**config.mk**
```make
export PLATFORM = sky130hd
export DESIGN_NAME = mbus_arb_flat
export DESIGN_NICKNAME = d
export VERILOG_FILES = /design/src/rtl/mbus_arb_if.sv /design/src/rtl/mbus_arb.sv /design/src/flat_wrapper.sv
export SDC_FILE = /design/constraint.sdc
export NUM_CORES = 1
export LEC_CHECK = 0
export BUFFER_PORTS_ARGS = -buffer_cell sky130_fd_sc_hd__buf_2
export CORE_ASPECT_RATIO = 1.75
export CORE_UTILIZATION = 47
export CTS_CLUSTER_DIAMETER = 60
export DETAILED_ROUTE_END_ITERATION = 6
export GPL_ROUTABILITY_DRIVEN = 0
export PLACE_DENSITY = 0.76
export SLEW_MARGIN = 10
export SYNTH_ARGS = -nofsm -noshare
export SYNTH_HDL_FRONTEND = slang
export SYNTH_SLANG_ARGS = --single-unit
```
**constraint.sdc**
```tcl
create_clock -name MCK -period 1.9 [get_ports MCK]
set_clock_uncertainty 0.2 [all_clocks]
set_input_delay 0.095 -clock MCK [delete_from_list [all_inputs] [get_ports MCK]]
set_output_delay 0.095 -clock MCK [all_outputs]
set_load 0.05 [all_outputs]
```
**src/rtl/mbus_arb_if.sv**
```systemverilog
// mbus_arb_if: register-bus signal bundle around the two-master arbiter.
//   A_* / B_*  : request side of master ports A (I2C front end) and B (host).
//                MAD/MDI/MBE/MWE/MRE toward the arbiter, MDO/ACK back.
//   BUS_*      : single register-bank side. MAD/MDI/MBE/MWE/MRE out of the
//                arbiter, MDO read data back into it.
// Modport slave is the arbiter's view; master is the environment's view.
interface mbus_arb_if;
    logic [15:0] A_MAD;
    logic [31:0] A_MDI;
    logic [31:0] A_MBE;
    logic        A_MWE;
    logic        A_MRE;
    logic [31:0] A_MDO;
    logic        A_ACK;

    logic [15:0] B_MAD;
    logic [31:0] B_MDI;
    logic [31:0] B_MBE;
    logic        B_MWE;
    logic        B_MRE;
    logic [31:0] B_MDO;
    logic        B_ACK;

    logic [15:0] BUS_MAD;
    logic [31:0] BUS_MDI;
    logic [31:0] BUS_MBE;
    logic        BUS_MWE;
    logic        BUS_MRE;
    logic [31:0] BUS_MDO;

    modport slave (
        input  A_MAD, A_MDI, A_MBE, A_MWE, A_MRE,
        output A_MDO, A_ACK,
        input  B_MAD, B_MDI, B_MBE, B_MWE, B_MRE,
        output B_MDO, B_ACK,
        output BUS_MAD, BUS_MDI, BUS_MBE, BUS_MWE, BUS_MRE,
        input  BUS_MDO
    );

    modport master (
        output A_MAD, A_MDI, A_MBE, A_MWE, A_MRE,
        input  A_MDO, A_ACK,
        output B_MAD, B_MDI, B_MBE, B_MWE, B_MRE,
        input  B_MDO, B_ACK,
        input  BUS_MAD, BUS_MDI, BUS_MBE, BUS_MWE, BUS_MRE,
        output BUS_MDO
    );
endinterface

```
**src/rtl/mbus_arb.sv**
```systemverilog
// mbus_arb: two-master round-robin arbiter for the 16-bit address / 32-bit data
// register bus. Each master's one-cycle strobe is buffered one deep, then
// serialised onto the bus; the originating port gets a one-cycle ACK and, for
// reads, the captured read data.
// Ports:
//   MCK      sole clock, rising edge
//   RSTN     asynchronous active-low reset
//   bus      mbus_arb_if.slave: A_*, B_* master ports and BUS_* bank side
//   ERR_CLR  clears both sticky drop flags
//   ERR      sticky drop flags, [0]=A, [1]=B
//   BUSY     high whenever the FSM is not idle
module mbus_arb #(
    parameter int unsigned RD_LAT = 1  // BUS_MRE cycle to BUS_MDO valid, 1..7
) (
    input  logic        MCK,
    input  logic        RSTN,
    mbus_arb_if.slave   bus,
    input  logic        ERR_CLR,
    output logic [1:0]  ERR,
    output logic        BUSY
);

    localparam logic [2:0] LatLast = 3'(RD_LAT - 1);

    typedef enum logic [1:0] {StIdle, StIssue, StWait, StDone} state_e;

    state_e      state_q;
    logic        gnt_q;      // 0 = A, 1 = B
    logic        last_q;     // last granted port
    logic        op_wr_q;
    logic [2:0]  cnt_q;
    logic [15:0] bus_mad_q;
    logic [31:0] bus_mdi_q;
    logic [31:0] bus_mbe_q;
    logic [31:0] mdo_q [2];

    // Pending request buffers, index 0 = A, 1 = B
    logic [1:0]  buf_vld_q, buf_vld_d;
    logic [1:0]  buf_wr_q;
    logic [15:0] buf_mad_q [2];
    logic [31:0] buf_mdi_q [2];
    logic [31:0] buf_mbe_q [2];

    logic [1:0]  err_q, err_d;

    logic [1:0]  req_we, req_re, done_p, load, err_set;
    logic [15:0] req_mad [2];
    logic [31:0] req_mdi [2];
    logic [31:0] req_mbe [2];
    logic        pick;

    assign req_we     = {bus.B_MWE, bus.A_MWE};
    assign req_re     = {bus.B_MRE, bus.A_MRE};
    assign req_mad[0] = bus.A_MAD;
    assign req_mad[1] = bus.B_MAD;
    assign req_mdi[0] = bus.A_MDI;
    assign req_mdi[1] = bus.B_MDI;
    assign req_mbe[0] = bus.A_MBE;
    assign req_mbe[1] = bus.B_MBE;

    assign done_p[0] = (state_q == StDone) && !gnt_q;
    assign done_p[1] = (state_q == StDone) && gnt_q;

    always_comb begin
        load      = '0;
        err_set   = '0;
        buf_vld_d = buf_vld_q;
        for (int i = 0; i < 2; i++) begin
            // A strobe is accepted when the buffer is free or being freed this cycle
            load[i]    = (req_we[i] | req_re[i]) && (!buf_vld_q[i] || done_p[i]);
            // Overlapping MWE+MRE is taken as a write but still flagged
            err_set[i] = ((req_we[i] | req_re[i]) && buf_vld_q[i] && !done_p[i])
                         || (req_we[i] && req_re[i]);
            if (load[i]) begin
                buf_vld_d[i] = 1'b1;
            end else if (done_p[i]) begin
                buf_vld_d[i] = 1'b0;
            end
        end
        err_d = (ERR_CLR ? 2'b00 : err_q) | err_set;
    end

    // Both pending: alternate away from the last grant; otherwise take whichever is valid
    assign pick = (buf_vld_q[0] && buf_vld_q[1]) ? ~last_q : buf_vld_q[1];

    always_ff @(posedge MCK or negedge RSTN) begin
        if (!RSTN) begin
            buf_vld_q <= '0;
            buf_wr_q  <= '0;
            err_q     <= '0;
            for (int i = 0; i < 2; i++) begin
                buf_mad_q[i] <= '0;
                buf_mdi_q[i] <= '0;
                buf_mbe_q[i] <= '0;
            end
        end else begin
            buf_vld_q <= buf_vld_d;
            err_q     <= err_d;
            for (int i = 0; i < 2; i++) begin
                if (load[i]) begin
                    buf_wr_q[i]  <= req_we[i];
                    buf_mad_q[i] <= req_mad[i];
                    buf_mdi_q[i] <= req_mdi[i];
                    buf_mbe_q[i] <= req_mbe[i];
                end
            end
        end
    end

    always_ff @(posedge MCK or negedge RSTN) begin
        if (!RSTN) begin
            state_q   <= StIdle;
            gnt_q     <= 1'b0;
            last_q    <= 1'b1;  // A wins the first contest
            op_wr_q   <= 1'b0;
            cnt_q     <= '0;
            bus_mad_q <= 16'hFFFF;
            bus_mdi_q <= 32'hFFFF_FFFF;
            bus_mbe_q <= '0;
            mdo_q[0]  <= '0;
            mdo_q[1]  <= '0;
        end else begin
            unique case (state_q)
                StIdle: begin
                    if (|buf_vld_q) begin
                        gnt_q     <= pick;
                        last_q    <= pick;
                        op_wr_q   <= buf_wr_q[pick];
                        bus_mad_q <= buf_mad_q[pick];
                        bus_mdi_q <= buf_mdi_q[pick];
                        bus_mbe_q <= buf_wr_q[pick] ? buf_mbe_q[pick] : 32'h0;
                        state_q   <= StIssue;
                    end
                end
                StIssue: begin
                    cnt_q   <= '0;
                    state_q <= op_wr_q ? StDone : StWait;
                end
                StWait: begin
                    if (cnt_q == LatLast) begin
                        mdo_q[gnt_q] <= bus.BUS_MDO;
                        state_q      <= StDone;
                    end else begin
                        cnt_q <= cnt_q + 3'd1;
                    end
                end
                StDone: begin
                    state_q <= StIdle;
                end
                default: begin
                    state_q <= StIdle;
                end
            endcase
        end
    end

    // Strobes and ACKs decode straight from state so reset drops them at once
    assign bus.BUS_MWE = (state_q == StIssue) && op_wr_q;
    assign bus.BUS_MRE = (state_q == StIssue) && !op_wr_q;
    assign bus.BUS_MAD = bus_mad_q;
    assign bus.BUS_MDI = bus_mdi_q;
    assign bus.BUS_MBE = bus_mbe_q;
    assign bus.A_ACK   = done_p[0];
    assign bus.B_ACK   = done_p[1];
    assign bus.A_MDO   = mdo_q[0];
    assign bus.B_MDO   = mdo_q[1];
    assign ERR         = err_q;
    assign BUSY        = (state_q != StIdle);

endmodule

```
**src/flat_wrapper.sv**
```systemverilog
// flat-port wrapper written by rule: the top's interface ports become plain ports
module mbus_arb_flat 
#(
    parameter int unsigned RD_LAT = 1                                         
)
  (MCK, RSTN, ERR_CLR, ERR, BUSY, bus_A_MAD, bus_A_MDI, bus_A_MBE, bus_A_MWE, bus_A_MRE, bus_A_MDO, bus_A_ACK, bus_B_MAD, bus_B_MDI, bus_B_MBE, bus_B_MWE, bus_B_MRE, bus_B_MDO, bus_B_ACK, bus_BUS_MAD, bus_BUS_MDI, bus_BUS_MBE, bus_BUS_MWE, bus_BUS_MRE, bus_BUS_MDO);
  mbus_arb_if bus_i ();
  input  logic MCK;
  input  logic RSTN;
  input  logic ERR_CLR;
  output logic [1:0] ERR;
  output logic BUSY;
  input wire logic [$bits(bus_i.A_MAD)-1:0] bus_A_MAD;
  input wire logic [$bits(bus_i.A_MDI)-1:0] bus_A_MDI;
  input wire logic [$bits(bus_i.A_MBE)-1:0] bus_A_MBE;
  input wire logic [$bits(bus_i.A_MWE)-1:0] bus_A_MWE;
  input wire logic [$bits(bus_i.A_MRE)-1:0] bus_A_MRE;
  output wire logic [$bits(bus_i.A_MDO)-1:0] bus_A_MDO;
  output wire logic [$bits(bus_i.A_ACK)-1:0] bus_A_ACK;
  input wire logic [$bits(bus_i.B_MAD)-1:0] bus_B_MAD;
  input wire logic [$bits(bus_i.B_MDI)-1:0] bus_B_MDI;
  input wire logic [$bits(bus_i.B_MBE)-1:0] bus_B_MBE;
  input wire logic [$bits(bus_i.B_MWE)-1:0] bus_B_MWE;
  input wire logic [$bits(bus_i.B_MRE)-1:0] bus_B_MRE;
  output wire logic [$bits(bus_i.B_MDO)-1:0] bus_B_MDO;
  output wire logic [$bits(bus_i.B_ACK)-1:0] bus_B_ACK;
  output wire logic [$bits(bus_i.BUS_MAD)-1:0] bus_BUS_MAD;
  output wire logic [$bits(bus_i.BUS_MDI)-1:0] bus_BUS_MDI;
  output wire logic [$bits(bus_i.BUS_MBE)-1:0] bus_BUS_MBE;
  output wire logic [$bits(bus_i.BUS_MWE)-1:0] bus_BUS_MWE;
  output wire logic [$bits(bus_i.BUS_MRE)-1:0] bus_BUS_MRE;
  input wire logic [$bits(bus_i.BUS_MDO)-1:0] bus_BUS_MDO;
  assign bus_i.A_MAD = bus_A_MAD;
  assign bus_i.A_MDI = bus_A_MDI;
  assign bus_i.A_MBE = bus_A_MBE;
  assign bus_i.A_MWE = bus_A_MWE;
  assign bus_i.A_MRE = bus_A_MRE;
  assign bus_A_MDO = bus_i.A_MDO;
  assign bus_A_ACK = bus_i.A_ACK;
  assign bus_i.B_MAD = bus_B_MAD;
  assign bus_i.B_MDI = bus_B_MDI;
  assign bus_i.B_MBE = bus_B_MBE;
  assign bus_i.B_MWE = bus_B_MWE;
  assign bus_i.B_MRE = bus_B_MRE;
  assign bus_B_MDO = bus_i.B_MDO;
  assign bus_B_ACK = bus_i.B_ACK;
  assign bus_BUS_MAD = bus_i.BUS_MAD;
  assign bus_BUS_MDI = bus_i.BUS_MDI;
  assign bus_BUS_MBE = bus_i.BUS_MBE;
  assign bus_BUS_MWE = bus_i.BUS_MWE;
  assign bus_BUS_MRE = bus_i.BUS_MRE;
  assign bus_i.BUS_MDO = bus_BUS_MDO;
  mbus_arb #(.RD_LAT(RD_LAT)) u_core (.MCK(MCK), .RSTN(RSTN), .bus(bus_i), .ERR_CLR(ERR_CLR), .ERR(ERR), .BUSY(BUSY));
endmodule
```
# Yosys cells after proc, flatten, opt, wreduce, memory -nomap -nowiden
# Index checks and enable logic that the tools add are counted.
[op_classes]
add_sub_neg = 1
order_cmp = 4
n_eq_ne = 6
muxes = 27
bitwise = 6
n_reduce_logical = 35
[op_table]
columns = ["cell", "n"]
rows = [
  ["two-way mux 32 bit", 8],
  ["bitwise mux 64 bit", 1],
  ["two-way mux 16 bit", 3],
  ["demux 32 bit (select 1 bit)", 1],
  ["logical AND 1 bit", 14],
  ["two-way mux 1 bit", 8],
  ["case mux 2 bit (4 select lines)", 1],
  ["AND reduction 2 bit", 4],
  ["nonzero test 2 bit", 4],
  ["zero test 1 bit", 6],
  ["two-way mux 2 bit", 3],
  ["case mux 3 bit (2 select lines)", 1],
  ["equality test 2 bit, second input constant", 2],
  ["greater-or-equal comparator 2 bit, second input constant", 2],
  ["logical OR 1 bit", 4],
  ["!= test 2 x 1 -> 1 bit, second input constant", 2],
  ["NOT 1 -> 2 bit", 2],
  ["adder 3 x 1 -> 3 bit, second input constant", 1],
  ["zero test 3 bit", 1],
  ["two-way mux 3 bit", 1],
  ["equality test 2 x 1 -> 1 bit, second input constant", 1],
  ["zero test 2 bit", 1],
  ["< comparator 1 x 2 -> 1 bit, second input constant", 1],
  ["< comparator 2 x 1 -> 1 bit, second input constant", 1],
  ["other kinds (5)", 6],
]
[word_totals]
regBits = 318
inputBits = 199
elab_cells = 100

# Longest topological paths before layout
# Gate-level depths: netlist of run 1.
[depth]
ltp_word = 7
depth_mapped = 8

# Worst setup path after synthesis of run 1
# Ideal clock, no wire load.
[synth_path]
path_kind = "register to register"
from = "reg u_core.state_q[0]"
to = "reg u_core.mdo_q, in the netlist u_core.bus.A_MDO[10]"
setup_ns = 0.125
arrival_ns = 1.687
setup_slack_ns = -0.112
stages_incl_launch_ff = 8
synth_period_minus_slack_ns = 2.012
path_cell_list = "dfrtp_1 inv_1 ha_1 buf_2 nand3b_1 nor2_1 buf_4 mux2_2"
[synth_via]
elab_chain_len = 2
[synth_rtl]
columns = ["item", "line_no", "source"]
rows = [
  ["start, declared", "mbus_arb.sv:27", "state_e state_q;"],
  ["start signal, assigned", "mbus_arb.sv:112", "state_q <= StIdle;"],
  ["start signal, assigned", "mbus_arb.sv:132", "state_q <= StIssue;"],
  ["start signal, assigned", "mbus_arb.sv:137", "state_q <= op_wr_q ? StDone : StWait;"],
  ["equality test 2 bit", "mbus_arb.sv:123", "unique case (state_q)"],
  ["AND reduction 2 bit (no source line)", "--", ""],
  ["end signal, assigned by index", "mbus_arb.sv:141", "mdo_q[gnt_q] <= bus.BUS_MDO;"],
  ["end, declared", "mbus_arb.sv:35", "logic [31:0] mdo_q [2];"],
]
# Every way passes these cells.
# A chain may end at the register's enable or synchronous reset.

# Worst setup path in the final report of run 1
[layout_path]
from = "reg u_core.state_q[1]"
to = "out BUSY"
[layout_via]
elab_chain_len = 1
[layout_rtl]
columns = ["item", "line_no", "source"]
rows = [
  ["nonzero test 2 bit", "mbus_arb.sv:168", "assign BUSY = (state_q != StIdle);"],
  ["end, declared", "flat_wrapper.sv:12", "output logic BUSY;"],
]
# Every way passes these cells.

==> metrics.md, run 1 <==
| Metric | Value |
|---|---|
| Run status | finished with violations |
| Violated checks | negative setup slack |
| Slack of the worst reg-to-reg path | -10 ps |
| First drt pass iteration count | 4 |
| Worst Setup Start Kind | flop |
| Max-slew violations | 0 |
| Synth area leader | dfrtp_1 |
| Most used flip-flop cell after synthesis | dfrtp_1 |
| Number of flops mapped to enable cells by yosys | 0 |
| Area growth from synthesis to layout | 50.33% |
| Overall track demand over capacity in global routing | 0.2603 |
| Number of standard cells after synthesis | 901 |
| Slew of the pin with the lowest slew margin | 438.2 ps |
| Share of synthesized flip-flops with an asynchronous set or reset | 1.000 |
| Layout cell share with drive strength beyond 1 | 0.5189 |
| Final critical-path required period | 1948 ps |
| Maximum Capacitance Violations | 0 |
| Sequential fraction of the synthesis area | 0.6216 |
| Final net count | 1716 |
| Number of levels the H-tree was split into | 1 |
| Post-route total power | 38.19 mW |
| Final Hold Vio Count | 0 |
| Setup slack of the critical path after layout | -48.01 ps |
| Count of boundary I/O pins | 350 |
| Total routed wirelength | 39630 µm |
| Number of DRC markers in iteration 0 | 450 |
| Worst hold start | bus_A_MBE[16] |
| Port Buffer Count | 349 |
| Via-to-Cell Ratio | 5.190 |
| Drt wl/cell | 20.84 µm |
| Remaining global-route overflow | 0 |
| Number of cells on the worst hold path | 3 |
| Cell area reported after detailed placement | 15330 µm² |
| TritonCTS Buffers | 29 |
| Largest net degree at the start of global routing | 78 |
| Worst flop-to-flop path endpoint | u_core.bus.BUS_MBE[4]$_DFFE_PN0P_ |
| Area of all placed cells without fillers | 19390 µm² |
| Hold Crit Endpoint | u_core.buf_mbe_q[48]$_DFFE_PN0P_ |
| Maximum count of clock buffers along a single path | 3 |
| Worst-case headroom to the max-slew limit | 0.7078 |
| Maximum net fanout on the critical path | 4 |
| Synth Warn # | 0 |
| Net count after synthesis | 1107 |
| Root buffer cell | clkbuf_16 |
| HPWL reported at the end of detailed placement | between 20000 and 25000 µm |
| Synthesized flop and latch total | 318 |
| Dominant cells by area after synthesis | dfrtp_1, mux2_2, dfstp_2 |
| Count of endpoints failing setup in the final report | 9 |
| Floorplan die height | 221.2 µm |
| Launching point of the worst reg2reg path | u_core.state_q[1]$_DFFE_PN0P_ |
| Clock tree from TritonCTS | yes |
| CTS clock-pin slew for the worst setup and hold paths | roughly 70 ps |
| Power Dens Cells | 1969 nW/µm² |
| Total leakage power | 9.062 nW |
| Timing-limited maximum frequency | 513.3 MHz |
| Peak ir drop on the vdd network | 1067 µV |
| Horizontal die dimension | 127.2 µm |
| Synthesized area | 12900 µm² |
| Critical path capture point type | primary output |
| Arrival time worst endpoint | 1650 ps |
| Mapped Avg Cell Area | 14.32 µm² |
| Number of rows in the core area | between 70 and 80 |
| Final period utilization | 1.025 |
| Required time reported for the critical path endpoint | 1600 ps |
| Placed Cells incl. Taps | ~1600 |
| Class of the tightest hold or removal check | input pin to flop |
| Remaining antenna violation count | 0 |
| Filler-free cell count of the finished design | approximately 1900 |
| Share of the synthesized area in the top cell type | 0.5218 |
| TritonCTS Sinks | around 320 |
| Clk_lat worst skew | between 500 and 600 ps |
| Most instantiated library cell after synthesis | dfrtp_1 |
| Ranking of synthesized cells by instance count | dfrtp_1, mux2_2, nand2_1 |
| Residual DRC | 0 |
| Depth of the most critical reg-to-reg path | 8 |
| Number of antenna violations at the first check in global routing | 5 |
| Initial Utilization | 0.4816 |
| Source of the critical timing path | u_core.state_q[1]$_DFFE_PN0P_ |
| Setup repair after global routing missed its margin | true |
| Global-route wire length before repair | between 50000 and 60000 µm |
| Total Die Area | 28140 µm² |
| Total via count in the routed design | 9866 |
| Placeable Area | 26790 µm² |
| Count of cell types in the netlist | 39 |
| Vias in the first global route | 10748 |
| Crit path kind | flop to primary output |
[flip-flops by register name, summed over array words and instances, names as in the netlist, 3 cells and up]
signal / flops
u_core.bus.BUS_MAD: 16
u_core.buf_mbe_q: 64
u_core.bus.BUS_MBE: 32
u_core.bus.B_MDO: 32
u_core.bus.A_MDO: 32
u_core.cnt_q: 3
u_core.buf_mad_q: 32
u_core.buf_mdi_q: 64
u_core.bus.BUS_MDI: 32
[cells by family (layout without fill, tap and decap cells)]
family                     after synthesis  in the layout  share of synthesized area
AOI/OAI and AO/OA                      104            105                    0.04607
xor gates and xnor gates                 1              1                  0.0006791
adders and majority gates                7              7                   0.006789
buffers and inverters                   60            690                    0.03143
DFF                                    318            318                     0.6216
muxes                                  306            306                     0.2593
other                                    0              5                          0
and+or+nand+nor                        105            105                    0.03414
[critical path, stage by stage (launching register included)]
cell,delay (ps)
dfrtp_1,430
buf_6,160
inv_6,70
ha_4,170
buf_6,110
inv_4,40
buf_12,140
[layout by cell type, fill, tap and decap left out, types with 6 or more instances in the layout]
cell type and instances:
buf_12 23, buf_2 343, buf_4 33, buf_6 12, bufinv_16 6, clkbuf_16 42
clkinv_2 7, dfrtp_1 267, dfstp_2 49, dlygate4sd3_1 199, mux2_1 12, mux2_2 178
mux2_4 35, mux2i_1 81, nand2_1 84, o21ai_0 25, o21ai_1 32, o21ai_2 26
[through the flow]
| step | worst slack (ps) | util | setup TNS [ps] | hold WS (ps) |
|---|---|---|---|---|
| floorplan | 21.54 | - | 0 | -400.6 |
| global placement | -34.50 | 0.5725 | -1471 | -214.5 |
| detailed placement | -81.42 | 0.5725 | -5572 | -213.1 |
| CTS | -70.64 | 0.6953 | -3612 | 77.22 |
| global route | -105.5 | 0.7239 | -4135 | 94.42 |
| finish | -48.01 | 0.7239 | -186.1 | 93.75 |
[power by group]
part / internal [mW] / switching (mW) / total, mW
Combinational: 7.86 / 11.5 / 19.3
Sequential: 10.5 / 1.91 / 12.4
Clock: 3.77 / 2.64 / 6.41
[per-layer routing]
layer  global-route usage  vias to the layer above  share of wire
li1                     -                     4386              -
met1               0.2760                     4958           0.36
met2               0.4748                      361           0.53
met3              0.04279                      161          0.044
met4               0.1601                        0          0.064
met5                    0                        -              0
[area by class of cell]
| type | count | area (µm²) |
|---|---|---|
| clock buffer | 34 | 784.5 |
| antenna | 5 | 12.51 |
| sequential | 318 | 8021 |
| tap | 364 | 455.4 |
| inverter | 9 | 46.29 |
| multi-input combinational | 524 | 4846 |
| fill | 1689 | 7395 |
| clock inverter | 19 | 261.5 |
| timing repair buffer | 628 | 4965 |
[worst max-delay path by stage]
stage | end | slack [ps] | cells past startpoint
2_1_floorplan | u_core.bus.A_MDO[10]$_DFFE_PN0P_ | 20 | 7
5_1_grt | BUSY | -110 | 6
6_report | BUSY | -50 | 6
4_1_cts | bus_A_ACK | -70 | 5
3_3_place_gp | u_core.buf_mad_q[0]$_DFFE_PN0P_ | -30 | 5
3_5_place_dp | u_core.buf_mad_q[5]$_DFFE_PN0P_ | -80 | 5
[repair_timing]
item / 4_1_cts / 5_1_grt
endpoints found under the hold margin: 548 / 0
gates cloned: 1 / 17
hold buffers: 200 / 0
gates resized for setup: 38 / 136
buffers inserted: 6 / 14
setup endpoints to repair: 231 / 267
pin swaps: 5 / 24
(Power assumes the default switching activity.)
==> run 2, diff against run 1 <==
==> constraint.sdc (replaced) <==
create_clock -name MCK -period 1.9 [get_ports MCK]
set_clock_uncertainty 0.2 [all_clocks]
set_input_delay 0.095 -clock MCK [delete_from_list [all_inputs] [get_ports MCK]]
set_output_delay 0.095 -clock MCK [all_outputs]
set_load 0.005 [all_outputs]
==> run 2 against run 1 <==
  * The flow still finishes with violations (negative setup slack)
  * Maximum frequency rose by 0.44%
  * Highest routed layer unchanged
  * Routed wire length rose by 3.6%
  * First-iteration DRC count rose by 2.9%
  * Setup slack improved by 8.6 ps
  * Die area did not move
  * Largest cell class unchanged
  * Global-route usage rose by 0.34 points
  * Power fell by 12%
  * Combinational power fell by 24%
  * Utilization rose by 0.65 points
  * Sequential power barely moved
  * Register-to-register slack got worse by 30 ps
==> metrics.md, run 2 (synthesized netlist as in run 1, its figures left out) <==
| Metric | Value |
|---|---|
| Run status | finished with violations |
| Violated checks | negative setup slack |
| Setup slack of the critical path after layout | -39.42 ps (+8.584 ps) |
| Peak ir drop on the vdd network | 1017 µV (-4.7%) |
| Setup repair after global routing missed its margin | true |
| Final critical-path required period | 1939 ps (-8.584 ps) |
| Residual DRC | 0 (unchanged) |
| Crit path kind | flop to flop |
| Max-slew violations | 0 (unchanged) |
| Clk_lat worst skew | 560 ps (about the same) |
| Worst Setup Start Kind | flop |
| Slew of the pin with the lowest slew margin | 416.5 ps (-21.72 ps) |
| TritonCTS Sinks | 318 (unchanged) |
| Critical path capture point type | flop |
| TNS Setup | -578.7 ps (-392.7 ps) |
| Maximum count of clock buffers along a single path | 3 (unchanged) |
| Switching power share of the total | 0.3335 (-0.08620) |
| Internal power of the cells | 22.44 mW (+1.3%) |
| Number of antenna violations at the first check in global routing | 3 (-2) |
| Initial Utilization | 0.4816 (unchanged) |
| Horizontal die dimension | 127.2 µm (unchanged) |
| Remaining antenna violation count | 0 (unchanged) |
| Placed Cells incl. Taps | 1608 (unchanged) |
| Floorplan die height | 221.2 µm (unchanged) |
| Number of rows in the core area | 79 (unchanged) |
| Placeable Area | 26790 µm² (unchanged) |
| Maximum net fanout on the critical path | 8 (+4) |
| Total leakage power | 9.168 nW (+1.2%) |
| Arrival time worst endpoint | 2170 ps (+520 ps) |
| Commonest cells after routing, fill and taps aside | buf_2, dfrtp_1, dlygate4sd3_1, mux2_2, nand2_1 |
| Worst-case headroom to the max-slew limit | 0.7224 (+0.01452) |
| Required time reported for the critical path endpoint | 2130 ps (+530 ps) |
| Clock network fraction of design power | 0.191 (+0.023) |
| Net Sw Power | 11.23 mW (-30%) |
| Vias in the first global route | 10806 (+0.54%) |
| Power Dens Cells | 1721 nW/µm² (-13%) |
| Total via count in the routed design | 10082 (+2.2%) |
| Count of boundary I/O pins | 350 (unchanged) |
| HPWL reported at the end of detailed placement | 21370 µm (unchanged) |
| Overall track demand over capacity in global routing | 0.2636 (+0.003359) |
| Fill cell instance count of the final layout | 1661 (-1.7%) |
| Remaining global-route overflow | 0 (unchanged) |
| First drt pass iteration count | 4 (unchanged) |
| Clock tree from TritonCTS | yes |
| CTS clock-pin slew for the worst setup and hold paths | 70 ps (about the same) |
| Root buffer cell | clkbuf_16 |
| Post-Route Utilization | 0.7305 (+0.006539) |
| Final net count | 1723 (+0.41%) |
| Final period utilization | 1.021 (-0.004518) |
| Slack of the worst reg-to-reg path | -40 ps (-30 ps) |
| Global-route wire length before repair | 57480 µm (+1.1%) |
| Class of the tightest hold or removal check | input pin to flop |
| Via-to-Cell Ratio | 5.290 (+1.9%) |
| Total Die Area | 28140 µm² (unchanged) |
| Area growth from synthesis to layout | 51.69% |
| Count of endpoints failing setup in the final report | 33 (+24) |
| Number of levels the H-tree was split into | 1 (unchanged) |
| Proportion of power drawn by flip-flops and latches | 0.371 (+0.045) |
| Share of power burned in combinational logic | 0.438 (-0.068) |
| Filler-free cell count of the finished design | 1906 (+0.26%) |
| Total routed wirelength | 41060 µm (+3.6%) |
| Largest registers ranked by flip-flop count | u_core.buf_mbe_q x64, u_core.buf_mdi_q x64 |
| TritonCTS Buffers | 29 (unchanged) |
| Pre-CTS setup slack | -81.42 ps (unchanged) |
| Timing-limited maximum frequency | 515.6 MHz (+0.44%) |
| Number of DRC markers in iteration 0 | 463 (+2.9%) |
| Port Buffer Count | 349 (unchanged) |
| Final Hold Vio Count | 0 (unchanged) |
| Commonest non-fill, non-tap cell in the layout | buf_2 |
| Drt wl/cell | 21.54 µm (+3.4%) |
| Largest net degree at the start of global routing | 78 (unchanged) |
| Maximum Capacitance Violations | 0 (unchanged) |
| Layout cell share with drive strength beyond 1 | 0.5296 (+0.01064) |
-- run 2: cell count changes in the layout (fill, tap and decap cells not counted), sizes merged --
cell	before	now
buf	416	422
diode	5	3
clkbuf	47	48
-- run 2: path summary, 6_finish.rpt --
check	start	end	cells after the start
worst max-delay path	u_core.state_q[0]$_DFFE_PN0P_	u_core.bus.BUS_MBE[6]$_DFFE_PN0P_	8
worst min-delay path	bus_B_MBE[13]	u_core.buf_mbe_q[13]$_DFFE_PN0P_	3
worst max register to register	u_core.state_q[0]$_DFFE_PN0P_	u_core.bus.BUS_MBE[6]$_DFFE_PN0P_	8
worst min register to register	u_core.bus.BUS_MBE[4]$_DFFE_PN0P_	u_core.bus.BUS_MBE[4]$_DFFE_PN0P_	2
max in group asynchronous	RSTN	u_core.bus.BUS_MAD[8]$_DFFE_PN1P_	4
min in group asynchronous	RSTN	u_core.bus.BUS_MBE[20]$_DFFE_PN0P_	4
-- run 2: critical path, stage by stage, from the launching register on --
cell       delay, ps
dfrtp_2          420
inv_2             80
buf_6            130
ha_4             180
and2_4           150
a32oi_4          240
buf_12           170
clkbuf_16        190
o21ai_2           60
-- run 2: per-stage QoR --
step           power [mW]  hold WS, ps  instance area [µm²]
3_3_place_gp        22.81       -214.5                15330
2_1_floorplan       19.15       -400.6                12920
3_5_place_dp        23.33       -213.1                15330
4_1_cts             30.59        77.22                18620
6_report            33.68        94.65                19570
5_1_grt             35.30        102.0                19570
-- run 2: power groups by stage --
stage / sequential [mW] / clock, mW / combinational (mW)
2_1_floorplan: 12.1 / 0 / 7.06
3_3_place_gp: 12.1 / 0 / 10.7
3_5_place_dp: 12.3 / 0 / 11.0
4_1_cts: 12.2 / 6.51 / 11.9
5_1_grt: 12.8 / 6.78 / 15.7
6_report: 12.5 / 6.45 / 14.7
-- run 2: what timing repair did --
item	CTS	global route
cloned	3	18
setup endpoints to repair	231	270
setup buffers	7	15
gates resized for setup	35	139
hold buffers	200	0
endpoints found under the hold margin	548	0
pin swaps	8	30
-- run 2: final cells by class --
| type | instances | area [µm²] | share of cell area |
|---|---|---|---|
| antenna | 3 | 7.507 | 0.0003837 |
| clock buffer | 34 | 784.5 | 0.04009 |
| clock inverter | 19 | 261.5 | 0.01336 |
| inverter | 9 | 38.79 | 0.001982 |
| multi-input combinational | 524 | 4933 | 0.2521 |
| sequential | 318 | 8021 | 0.4099 |
| tap | 364 | 455.4 | 0.02328 |
| timing repair buffer | 635 | 5065 | 0.2588 |
-- run 2: metal layers --
layer / wire length (µm) / vias up / track usage
met5: 0 / - / 0
li1: - / 4395 / -
met1: 14480 / 5095 / 0.2766
met4: 2907 / 0 / 0.1628
met2: 21700 / 418 / 0.4830
met3: 1975 / 174 / 0.04449
==> run 3, diff against run 2 <==
- CORE_UTILIZATION: 47 -> 53
- PLACE_DENSITY: 0.76 -> 0.81
- clock period: 1.9 -> 2.05 ns (I/O delays scaled with it)
==> run 3 against run 2 <==
  * The flow now finishes without violations
  * Setup slack improved by 95 ps
  * First-iteration DRC count fell by 1.9%
  * Clock power fell by 7.1%
  * Critical path type is now flop to primary output
  * Utilization rose by 3.6 points
  * Routed wire length fell by 8.2%
  * Largest cell class unchanged
  * Combinational power fell by 26%
  * Highest routed layer unchanged
  * Critical path depth fell by 2
==> metrics.md, run 3 (synthesized netlist as in run 1, its figures left out) <==
| Metric | Value |
|---|---|
| Run status | complete, no violations |
| Cell with the most instances on the worst path | buf_4 |
| Floorplan die height | 208.4 µm (-5.8%) |
| Drt wl/cell | 20.91 µm (-2.9%) |
| Vias in the first global route | 11029 (+2.1%) |
| Fill cell instance count of the final layout | 1328 (-20%) |
| Final net count | 1674 (-2.8%) |
| CTS clock-pin slew for the worst setup and hold paths | 70 ps (about the same) |
| Via-to-Cell Ratio | 5.392 (+1.9%) |
| Count of endpoints failing setup in the final report | 0 (-100%) |
| Maximum net fanout on the critical path | 4 (-4) |
| Total via count in the routed design | 9717 (-3.6%) |
| Remaining global-route overflow | 0 (unchanged) |
| Remaining antenna violation count | 0 (unchanged) |
| CP Cell Sequence | buf_4 -> inv_2 -> ha_2 -> buf_4 -> inv_1 -> buf_2 |
| Critical path capture point type | primary output |
| Busiest grt layer | met2 |
| Peak ir drop on the vdd network | 1111 µV (+9.3%) |
| Global-route met3 utilization | 0.04057 (-0.003917) |
| Critical Path Slowest Stage Cell | dfrtp_1 |
| Placeable Area | 23930 µm² (-11%) |
| TritonCTS Sinks | 318 (unchanged) |
| Post-Route Utilization | 0.7665 (+0.03600) |
| Root buffer cell | clkbuf_16 |
| Total leakage power | 8.566 nW (-6.6%) |
| Total routed wirelength | 37690 µm (-8.2%) |
| TritonCTS Buffers | 28 (-3.4%) |
| Worst-case headroom to the max-slew limit | 0.7377 (+0.01539) |
| Slowest Stage Delay on Critical Path | 390 ps (-30 ps) |
| First drt pass iteration count | 7 (+3) |
| Final critical-path required period | 1995 ps |
| Number of levels the H-tree was split into | 1 (unchanged) |
| Commonest cells after routing, fill and taps aside | buf_2, dfrtp_1, mux2_2, dlygate4sd3_1, nand2_1 |
| Number of DRC markers in iteration 0 | 454 (-1.9%) |
| Layout cell share with drive strength beyond 1 | 0.4752 (-0.05440) |
| HPWL reported at the end of detailed placement | 21330 µm (-0.19%) |
| Largest registers ranked by flip-flop count | u_core.buf_mbe_q x64, u_core.buf_mdi_q x64 |
| Slew of the pin with the lowest slew margin | 393.4 ps (-23.08 ps) |
| Class of the tightest hold or removal check | input pin to async pin |
| Crit path kind | flop to primary output |
| Initial Utilization | 0.5391 (+0.05751) |
| Global-route wire length before repair | 58950 µm (+2.5%) |
| Worst Setup Start Kind | flop |
| Commonest non-fill, non-tap cell in the layout | buf_2 |
| Setup repair after global routing missed its margin | true |
| Max-slew violations | 0 (unchanged) |
| Sequential standard cell area | 8019 µm² (about the same) |
| Largest net degree at the start of global routing | 63 (-19%) |
| Count of boundary I/O pins | 350 (unchanged) |
| Clock tree from TritonCTS | yes |
| Port Buffer Count | 349 (unchanged) |
| Global routing usage on met2 | 0.5593 (+0.07627) |
| M1 GR Usage | 0.3340 (+0.05740) |
| Maximum Capacitance Violations | 0 (unchanged) |
| Area growth from synthesis to layout | 42.18% |
| Clk_lat worst skew | 550 ps (about the same) |
| Number of rows in the core area | 75 (-5.1%) |
| Arrival time worst endpoint | 1690 ps (-480 ps) |
| Timing-limited maximum frequency | approximately 500 MHz |
| Total Die Area | 24990 µm² (-11%) |
| Overall track demand over capacity in global routing | 0.3046 (+0.04100) |
| Area taken by multi-input logic gates | 4523 µm² (-8.3%) |
| Horizontal die dimension | 119.9 µm (-5.7%) |
| Area of all placed cells without fillers | 18340 µm² (-6.3%) |
| Required time reported for the critical path endpoint | 1750 ps (-380 ps) |
| Number of antenna violations at the first check in global routing | 4 (+1) |
| Cell area reported after detailed placement | 15170 µm² (-1.1%) |
| Power Dens Cells | 1552 nW/µm² (-9.8%) |
| Maximum count of clock buffers along a single path | 3 (unchanged) |
| Final period utilization | 0.9730 |
| Final Hold Vio Count | 0 (unchanged) |
| Residual DRC | 0 (unchanged) |
[run 3: changes by cell type in the layout (fill, tap and decap cells not counted), moves of 13 or more]
cell / before / now
o21ai_0: 36 / 79
mux2_4: 47 / 0
mux2_2: 168 / 209
buf_6: 16 / 0
o21ai_2: 33 / 0
clkbuf_16: 43 / 30
buf_4: 35 / 19
[run 3: final timing paths]
path | to | slack (ps) | startpoint | depth (start not counted)
worst min-delay path | u_core.bus.BUS_MDI[8]$_DFFE_PN1P_ | 60 | RSTN | 2
max in group asynchronous | u_core.bus.BUS_MDI[29]$_DFFE_PN1P_ | 1170 | RSTN | 3
worst max-delay path | BUSY | 60 | u_core.state_q[1]$_DFFE_PN0P_ | 6
worst max register to register | u_core.buf_mbe_q[34]$_DFFE_PN0P_ | 60 | u_core.state_q[0]$_DFFE_PN0P_ | 6
min in group MCK | u_core.buf_mdi_q[27]$_DFFE_PN0P_ | 110 | bus_B_MDI[27] | 3
worst min register to register | u_core.bus.BUS_MDI[23]$_DFFE_PN1P_ | 280 | u_core.bus.BUS_MDI[23]$_DFFE_PN1P_ | 2
[run 3: layout make-up]
cell class                 count  area share
clock inverter                13     0.01228
clock buffer                  39     0.04543
inverter                       9    0.001842
multi-input combinational    523      0.2466
tap                          308     0.02101
sequential                   318      0.4372
antenna                        4   0.0005457
timing repair buffer         588      0.2351
[run 3: stage by stage]
step           instances  setup TNS [ps]  hold WS [ps]  total power, mW  worst slack, ps
3_5_place_dp        1540               0        -151.3            21.52            86.71
3_3_place_gp        1540               0        -152.4            20.92            124.6
6_report            1802               0         61.99            28.47            55.26
4_1_cts             1795               0         49.27            27.91            39.46
5_1_grt             1802          -19.74         76.07            29.92           -13.99
2_1_floorplan        901               0        -393.1            17.70            38.35
[run 3: what timing repair did]
| item | in CTS | in global routing |
|---|---|---|
| buffers inserted | 1 | 2 |
| pin swaps | 0 | 1 |
| gates cloned | 0 | 1 |
| hold buffers | 202 | 0 |
| resized for setup | 5 | 3 |
| hold endpoints to repair | 548 | 0 |
| setup endpoints to repair | 3 | 95 |
[run 3: routing by layer]
metal	vias up	routed length, µm
met1	4921	13480
met4	0	1906
met5	-	0
met2	397	20630
li1	4278	-
met3	121	1672
[run 3: worst max-delay path, delay by kind of cell (launching register included)]
kind                     cells  cell delay [ps]
adder cells (fa/ha/maj)      1              210
buffers and inverters        5              540
flip-flops                   1              390
[run 3: where the power goes]
part | switching (mW) | leakage, nW | total (mW) | internal (mW)
Combinational | 5.09 | 4.35 | 10.9 | 5.78
Sequential | 1.85 | 3.70 | 11.6 | 9.76
Clock | 2.39 | 0.520 | 5.99 | 3.60
